--- src/rtl/prefetch_fifo.sv ---
`default_nettype none
// ============================================================================
// Module      : prefetch_fifo
// Description : Parametrised first-word-fall-through FIFO with registered
//               output. Inferred dual-port RAM (registered read) feeds a
//               two-stage output pipeline (middle -> dout). Provides full,
//               almost_full, occupancy count and overflow/underflow pulses.
//               Optional high-water mark enabled by the macro
//               PREFETCH_FIFO_HWM_EN (hwm reads 0 when it is not defined).
// Revision    : 1.0 - initial parametrised release
// ============================================================================
module prefetch_fifo #(
  parameter int DELAY        = 1,
  parameter int WIDTH        = 32,
  parameter int DEPTH_LOG2   = 4,
  parameter int AFULL_MARGIN = 2
) (
  input  logic                  CLK,
  input  logic                  RESET_N,
  input  logic                  wren,
  input  logic [WIDTH-1:0]      din,
  output logic                  full,
  output logic                  almost_full,
  output logic                  overflow,
  input  logic                  rden,
  output logic [WIDTH-1:0]      dout,
  output logic                  valid,
  output logic                  empty,
  output logic                  underflow,
  output logic [DEPTH_LOG2+1:0] count,
  output logic [DEPTH_LOG2+1:0] hwm
);

  // --------------------------------------------------------------------------
  // Derived constants
  // --------------------------------------------------------------------------
  localparam int c_ram_depth = 2 ** DEPTH_LOG2;
  localparam int c_cap       = c_ram_depth + 2;   // RAM + middle + dout
  localparam int c_cw        = DEPTH_LOG2 + 2;    // count width
  localparam int c_pw        = DEPTH_LOG2 + 1;    // pointer width (wrap bit)

  localparam logic [c_cw-1:0] c_cap_cnt       = c_cw'(c_cap);
  // A margin at or above the capacity would make the threshold negative;
  // in that case almost_full is simply held high.
  localparam bit              c_afull_always  = (AFULL_MARGIN >= c_cap);
  localparam logic [c_cw-1:0] c_afull_cnt     = c_afull_always ? '0
                                                : c_cw'(c_cap - AFULL_MARGIN);

  // DELAY only existed to skew nonblocking updates in simulation of the
  // previous FIFO; it is accepted for drop-in compatibility and has no
  // effect on this implementation.
  if (DELAY < 0) begin : g_delay_unused
  end

  // --------------------------------------------------------------------------
  // State
  // --------------------------------------------------------------------------
  logic [WIDTH-1:0] ram_mem [c_ram_depth];
  logic [WIDTH-1:0] ram_rdata_q;

  logic [c_pw-1:0]  wr_ptr_q, wr_ptr_d;
  logic [c_pw-1:0]  rd_ptr_q, rd_ptr_d;
  logic [c_cw-1:0]  count_q, count_d;
  logic             ram_valid_q, ram_valid_d;
  logic [WIDTH-1:0] middle_q, middle_d;
  logic             middle_valid_q, middle_valid_d;
  logic [WIDTH-1:0] dout_q, dout_d;
  logic             dout_valid_q, dout_valid_d;
  logic             overflow_q, overflow_d;
  logic             underflow_q, underflow_d;

  // --------------------------------------------------------------------------
  // Control terms (all derived from registered state plus wren/rden)
  // --------------------------------------------------------------------------
  logic                  full_int;
  logic                  wr_accept;
  logic                  rd_accept;
  logic                  ram_empty;
  logic                  ram_rd_en;
  logic                  dout_update;
  logic                  middle_load;
  logic                  ram_consume;
  logic [DEPTH_LOG2-1:0] wr_addr;
  logic [DEPTH_LOG2-1:0] rd_addr;

  assign full_int  = (count_q == c_cap_cnt);
  assign wr_accept = wren & ~full_int;
  assign rd_accept = rden & dout_valid_q;
  assign ram_empty = (wr_ptr_q == rd_ptr_q);
  assign wr_addr   = wr_ptr_q[DEPTH_LOG2-1:0];
  assign rd_addr   = rd_ptr_q[DEPTH_LOG2-1:0];

  // dout reloads when something is waiting upstream and dout is either being
  // consumed or currently empty; middle always has priority over the RAM word.
  assign dout_update = (middle_valid_q | ram_valid_q) & (rden | ~dout_valid_q);

  // The RAM word parks in middle when dout is busy and middle is free, or
  // replaces middle when middle moves on into dout.
  assign middle_load = ram_valid_q & (middle_valid_q == dout_update);

  // The RAM read register is freed if its word went to middle or straight to dout.
  assign ram_consume = ram_valid_q & (middle_load | (dout_update & ~middle_valid_q));

  // Only hold off a new read when all three stages are occupied; in every other
  // state the read register is guaranteed free by the next edge.
  assign ram_rd_en = ~ram_empty & ~(ram_valid_q & middle_valid_q & dout_valid_q);

  // --------------------------------------------------------------------------
  // Next-state computation for pointers, pipeline stages, count and pulses
  // --------------------------------------------------------------------------
  always_comb begin
    wr_ptr_d       = wr_ptr_q;
    rd_ptr_d       = rd_ptr_q;
    count_d        = count_q;
    ram_valid_d    = ram_valid_q;
    middle_d       = middle_q;
    middle_valid_d = middle_valid_q;
    dout_d         = dout_q;
    dout_valid_d   = dout_valid_q;
    overflow_d     = wren & full_int;
    underflow_d    = rden & ~dout_valid_q;

    if (wr_accept) begin
      wr_ptr_d = wr_ptr_q + c_pw'(1);
    end
    if (ram_rd_en) begin
      rd_ptr_d = rd_ptr_q + c_pw'(1);
    end

    ram_valid_d = ram_rd_en | (ram_valid_q & ~ram_consume);

    if (middle_load) begin
      middle_d       = ram_rdata_q;
      middle_valid_d = 1'b1;
    end else if (dout_update && middle_valid_q) begin
      middle_valid_d = 1'b0;
    end

    if (dout_update) begin
      dout_d       = middle_valid_q ? middle_q : ram_rdata_q;
      dout_valid_d = 1'b1;
    end else if (rd_accept) begin
      dout_valid_d = 1'b0;
    end

    case ({wr_accept, rd_accept})
      2'b10:   count_d = count_q + c_cw'(1);
      2'b01:   count_d = count_q - c_cw'(1);
      default: count_d = count_q;
    endcase
  end

  // Control and output registers, cleared asynchronously
  always_ff @(posedge CLK or negedge RESET_N) begin
    if (!RESET_N) begin
      wr_ptr_q       <= '0;
      rd_ptr_q       <= '0;
      count_q        <= '0;
      ram_valid_q    <= 1'b0;
      middle_q       <= '0;
      middle_valid_q <= 1'b0;
      dout_q         <= '0;
      dout_valid_q   <= 1'b0;
      overflow_q     <= 1'b0;
      underflow_q    <= 1'b0;
    end else begin
      wr_ptr_q       <= wr_ptr_d;
      rd_ptr_q       <= rd_ptr_d;
      count_q        <= count_d;
      ram_valid_q    <= ram_valid_d;
      middle_q       <= middle_d;
      middle_valid_q <= middle_valid_d;
      dout_q         <= dout_d;
      dout_valid_q   <= dout_valid_d;
      overflow_q     <= overflow_d;
      underflow_q    <= underflow_d;
    end
  end

  // Inferred dual-port RAM: synchronous write, registered read (no reset so it
  // maps onto block RAM). Read and write addresses never collide because a
  // read is only issued while the RAM holds at least one unread word.
  always_ff @(posedge CLK) begin
    if (wr_accept) begin
      ram_mem[wr_addr] <= din;
    end
    if (ram_rd_en) begin
      ram_rdata_q <= ram_mem[rd_addr];
    end
  end

`ifdef PREFETCH_FIFO_HWM_EN
  logic [c_cw-1:0] hwm_q, hwm_d;

  // High-water mark tracks the largest registered occupancy since reset
  always_comb begin
    hwm_d = hwm_q;
    if (count_q > hwm_q) begin
      hwm_d = count_q;
    end
  end

  // High-water mark register, cleared only by reset
  always_ff @(posedge CLK or negedge RESET_N) begin
    if (!RESET_N) begin
      hwm_q <= '0;
    end else begin
      hwm_q <= hwm_d;
    end
  end

  assign hwm = hwm_q;
`else
  assign hwm = '0;
`endif

  // --------------------------------------------------------------------------
  // Outputs: all status flags come from registered state only
  // --------------------------------------------------------------------------
  assign full        = full_int;
  assign almost_full = c_afull_always | (count_q >= c_afull_cnt);
  assign overflow    = overflow_q;
  assign underflow   = underflow_q;
  assign dout        = dout_q;
  assign valid       = dout_valid_q;
  assign empty       = ~dout_valid_q;
  assign count       = count_q;

endmodule
`default_nettype wire

--- config.mk ---
export PLATFORM = sky130hd
export DESIGN_NAME = prefetch_fifo
export DESIGN_NICKNAME = d
export VERILOG_FILES = /design/src/rtl/prefetch_fifo.sv
export SDC_FILE = /design/constraint.sdc
export NUM_CORES = 1
export LEC_CHECK = 0
export ABC_CLOCK_PERIOD_IN_PS = 11400
export CAP_MARGIN = 40
export CORE_AREA = 2 2 235 237
export CTS_CLUSTER_DIAMETER = 80
export CTS_CLUSTER_SIZE = 40
export DETAILED_ROUTE_END_ITERATION = 8
export DIE_AREA = 0 0 237 239
export HOLD_SLACK_MARGIN = 0.12
export PLACE_DENSITY = 0.68
export SYNTH_ARGS = -nofsm -noshare
export SYNTH_HDL_FRONTEND = slang
export SYNTH_SLANG_ARGS = --single-unit
--- constraint.sdc ---
create_clock -name CLK -period 11.4 [get_ports CLK]
set_input_delay 2.85 -clock CLK [delete_from_list [all_inputs] [get_ports CLK]]
set_output_delay 2.85 -clock CLK [all_outputs]
set_load 0.01 [all_outputs]
==> qor.yml <==
timing:
  tns_ns: 0
  worst_slew_pin_slew_ns: 0.798
  hold_ws_ns: 0.508
  slew_viol_final: 0
  rsz0062_at_grt: "no"
  setup_viol: 0
  fin_skew_ns: 0.0533
  fin_crit_ns: 5.17
  max_clock_freq_mhz: 193
  hold_violations: 0
  fin_ws_ns: 6.23
  period_share: 0.454
  slew_headroom: 0.468
drt:
  drt_first_iter_violations: 1025
  drc_errors: 0
  wl_um: 45000
  firstDrtPassIters: 5
  ant_nets: 0
  vias: 10900
  routed_via_density: 5.55
  routedWlPerCell_um: 22.9
clock_tree:
  clk_pin_slew_ns: 0.13
  cts.sinks: 629
  hold_buffers: 0
  cts_setup_buffers: 0
  cts-resized-gates: 0
  clk_path_buf_depth: 3
  h-tree-depth: 1
  cts_tree: "built"
  cts_root_buffer: "clkbuf_16"
  clkLatencyLatePin_ns: 0.61
  cts_inserted_buffers: 25
finish:
  nFillCells: 4256
  layout_commonest_cell: "edfxtp_1"
  multi_input_comb_area_um2: 5340
  syn_to_final_growth_pct: 11.9
  drive_gt1_frac: 0.208
  fin_cells: 1968
  final_cell_mix: "544 x edfxtp_1, 128 x mux4_2, 82 x dfrtp_1"
  seqCellArea_um2: 18500
  utilization: 0.496
  nets: 1290
  final_area_um2: 26900
power_and_ir_drop:
  leakagePower_nw: 8.82
  pwr-share-seq: 0.490
  power.switching_mw: 2.11
  max-vdd-ir-drop_mv: 0.160
  switching_share: 0.322
  clock_power_share: 0.185
  total_power_mw: 6.56
  p_per_area_nw_per_um2: 244
  internal_power_mw: 4.45
  p_comb_frac: 0.325
setup_path:
  cp.required_ns: 8.55
  cp.arrival_ns: 2.32
  critPathKind: "reg2out"
  path_cells: "nor4_1 > and2_1 > clkdlybuf4s50_1"
  slowest_delay_ns: 0.53
  r2r_slack_ns: 7.87
  path_delay_family: "simple AND/OR/NAND/NOR gates"
  end_kind: "primary output"
  critical_path_buf_inv_count: 1
  worstSetupStartpointType: "flop"
  rr_worst_depth: 6
  crit_fanout: 10
  critPathSlowestCell: "clkdlybuf4s50_1"
  cp_num_cells: 3
die:
  initial_core_util: 0.443
  ios: 86
  die_height_um: 239
  die_area_um2: 56600
  die_width_um: 237
  fp-row-count: 86
  core-area_um2: 54300
placed_design:
  io_buffers: 79
  dp.cells: 1921
  gp_congestion: 0.745
  place_area_um2: 26000
  pre_cts_slack_ns: 5.99
  dp_hpwl_um: 28700
flow_run:
  drv_cap: 0
hold_path:
  min_delay_path_depth: 1
  hp-class: "reg2reg"
outcome:
  outcome: "finished clean"
synth:
  ys_seq_area_frac: 0.767
  synth_area_um2: 24100
  synthDistinctLibCells: 37
  synthArstFlopShare: 0.135
  synth_edf_count: 544
  synth.yosys.warnings: 0
  syn_area_per_cell_um2: 20.5
  yosys_register_bits: 629
  syn_inst: 1174
  synthFlopType: "edfxtp_1"
global_route:
  grt_pass1_wl_um: 69500
  grt_start_max_net_pins: 67
  globalRouteOverflowTotal: 0
  antenna_found_initial: 0
  grt_pass1_vias: 11300
  grt_usage: 0.162
## power by group through the flow
stage                     clock network [mW]  registers [mW]  logic [mW]
after floorplan                            0            3.18        1.46
after detailed placement                   0            3.28        2.16
after CTS                               1.24            3.22        2.17
after global placement                     0            3.29        2.01
final                                   1.21            3.22        2.13
after global routing                    1.32            3.27        2.32
## worst paths after layout
| path | endpoint | from |
|---|---|---|
| max in group asynchronous | middle_q[24] | RESET_N |
| worst min register to register | wr_ptr_q[4] | wr_ptr_q[4] |
| worst max-delay path | full | count[2] |
| min in group asynchronous | dout[27] | RESET_N |
| worst max register to register | ram_rdata_q[16] | rd_ptr_q[1] |
| worst min-delay path | wr_ptr_q[4] | wr_ptr_q[4] |
## area by class of cell
| class | instances | area share |
|---|---|---|
| well taps | 704 | 0.0327 |
| diodes | 1 | 0.0000929 |
| inverters | 10 | 0.00139 |
| flip-flops and latches | 629 | 0.686 |
| repair buffers | 110 | 0.0472 |
| clock inverters | 20 | 0.0112 |
| clock buffers | 26 | 0.0234 |
| multi-input cells | 468 | 0.198 |
## registers in the layout (all words and copies together) (netlist names)
name / cells
count: 6
dout: 32
middle_q: 32
middle_valid_q: 1
overflow: 1
ram_mem: 512
ram_rdata_q: 32
ram_valid_q: 1
rd_ptr_q: 5
underflow: 1
valid: 1
wr_ptr_q: 5
## logic make-up after synthesis
group,count (synthesis),synth area share
AO/OA/AOI/OAI,114,0.0316
XOR/XNOR,20,0.00728
adder cells (fa/ha/maj),10,0.00520
buffers and inverters,82,0.0176
flip-flops,629,0.767
multiplexers,194,0.149
other,1,0.000156
AND/OR/NAND/NOR,124,0.0220
## per-layer routing
layer	global-route usage	vias up	part of all wire
met5	0	-	0
met4	0.0351	0	0.017
met3	0.0191	42	0.046
met2	0.276	273	0.50
met1	0.225	5751	0.44
li1	-	4850	-
## cell usage after synthesis (8+ instances only)
| cell | instances | area, um2 |
|---|---|---|
| buf_6 | 8 | 90.1 |
| buf_4 | 9 | 67.6 |
| buf_2 | 17 | 85.1 |
| mux2_2 | 34 | 383 |
| mux2i_1 | 32 | 320 |
| dfrtp_1 | 85 | 2130 |
| edfxtp_1 | 544 | 16300 |
| ha_1 | 10 | 125 |
| xnor2_1 | 14 | 123 |
| clkbuf_1 | 29 | 109 |
| inv_1 | 10 | 37.5 |
| a22oi_1 | 64 | 480 |
| nor2_1 | 50 | 188 |
| buf_1 | 9 | 33.8 |
| nand2_1 | 43 | 161 |
| mux4_2 | 128 | 2880 |
| a21oi_1 | 35 | 175 |
## worst register-to-register path, cell delays in order, from the launching register on
cell and delay (ns):
dfrtp_4 0.82, buf_4 0.36, buf_16 0.29, buf_4 0.68, mux4_2 0.68, a22oi_1 0.25
nand2_1 0.17
Note: power is estimated with default switching activity, not from simulation.
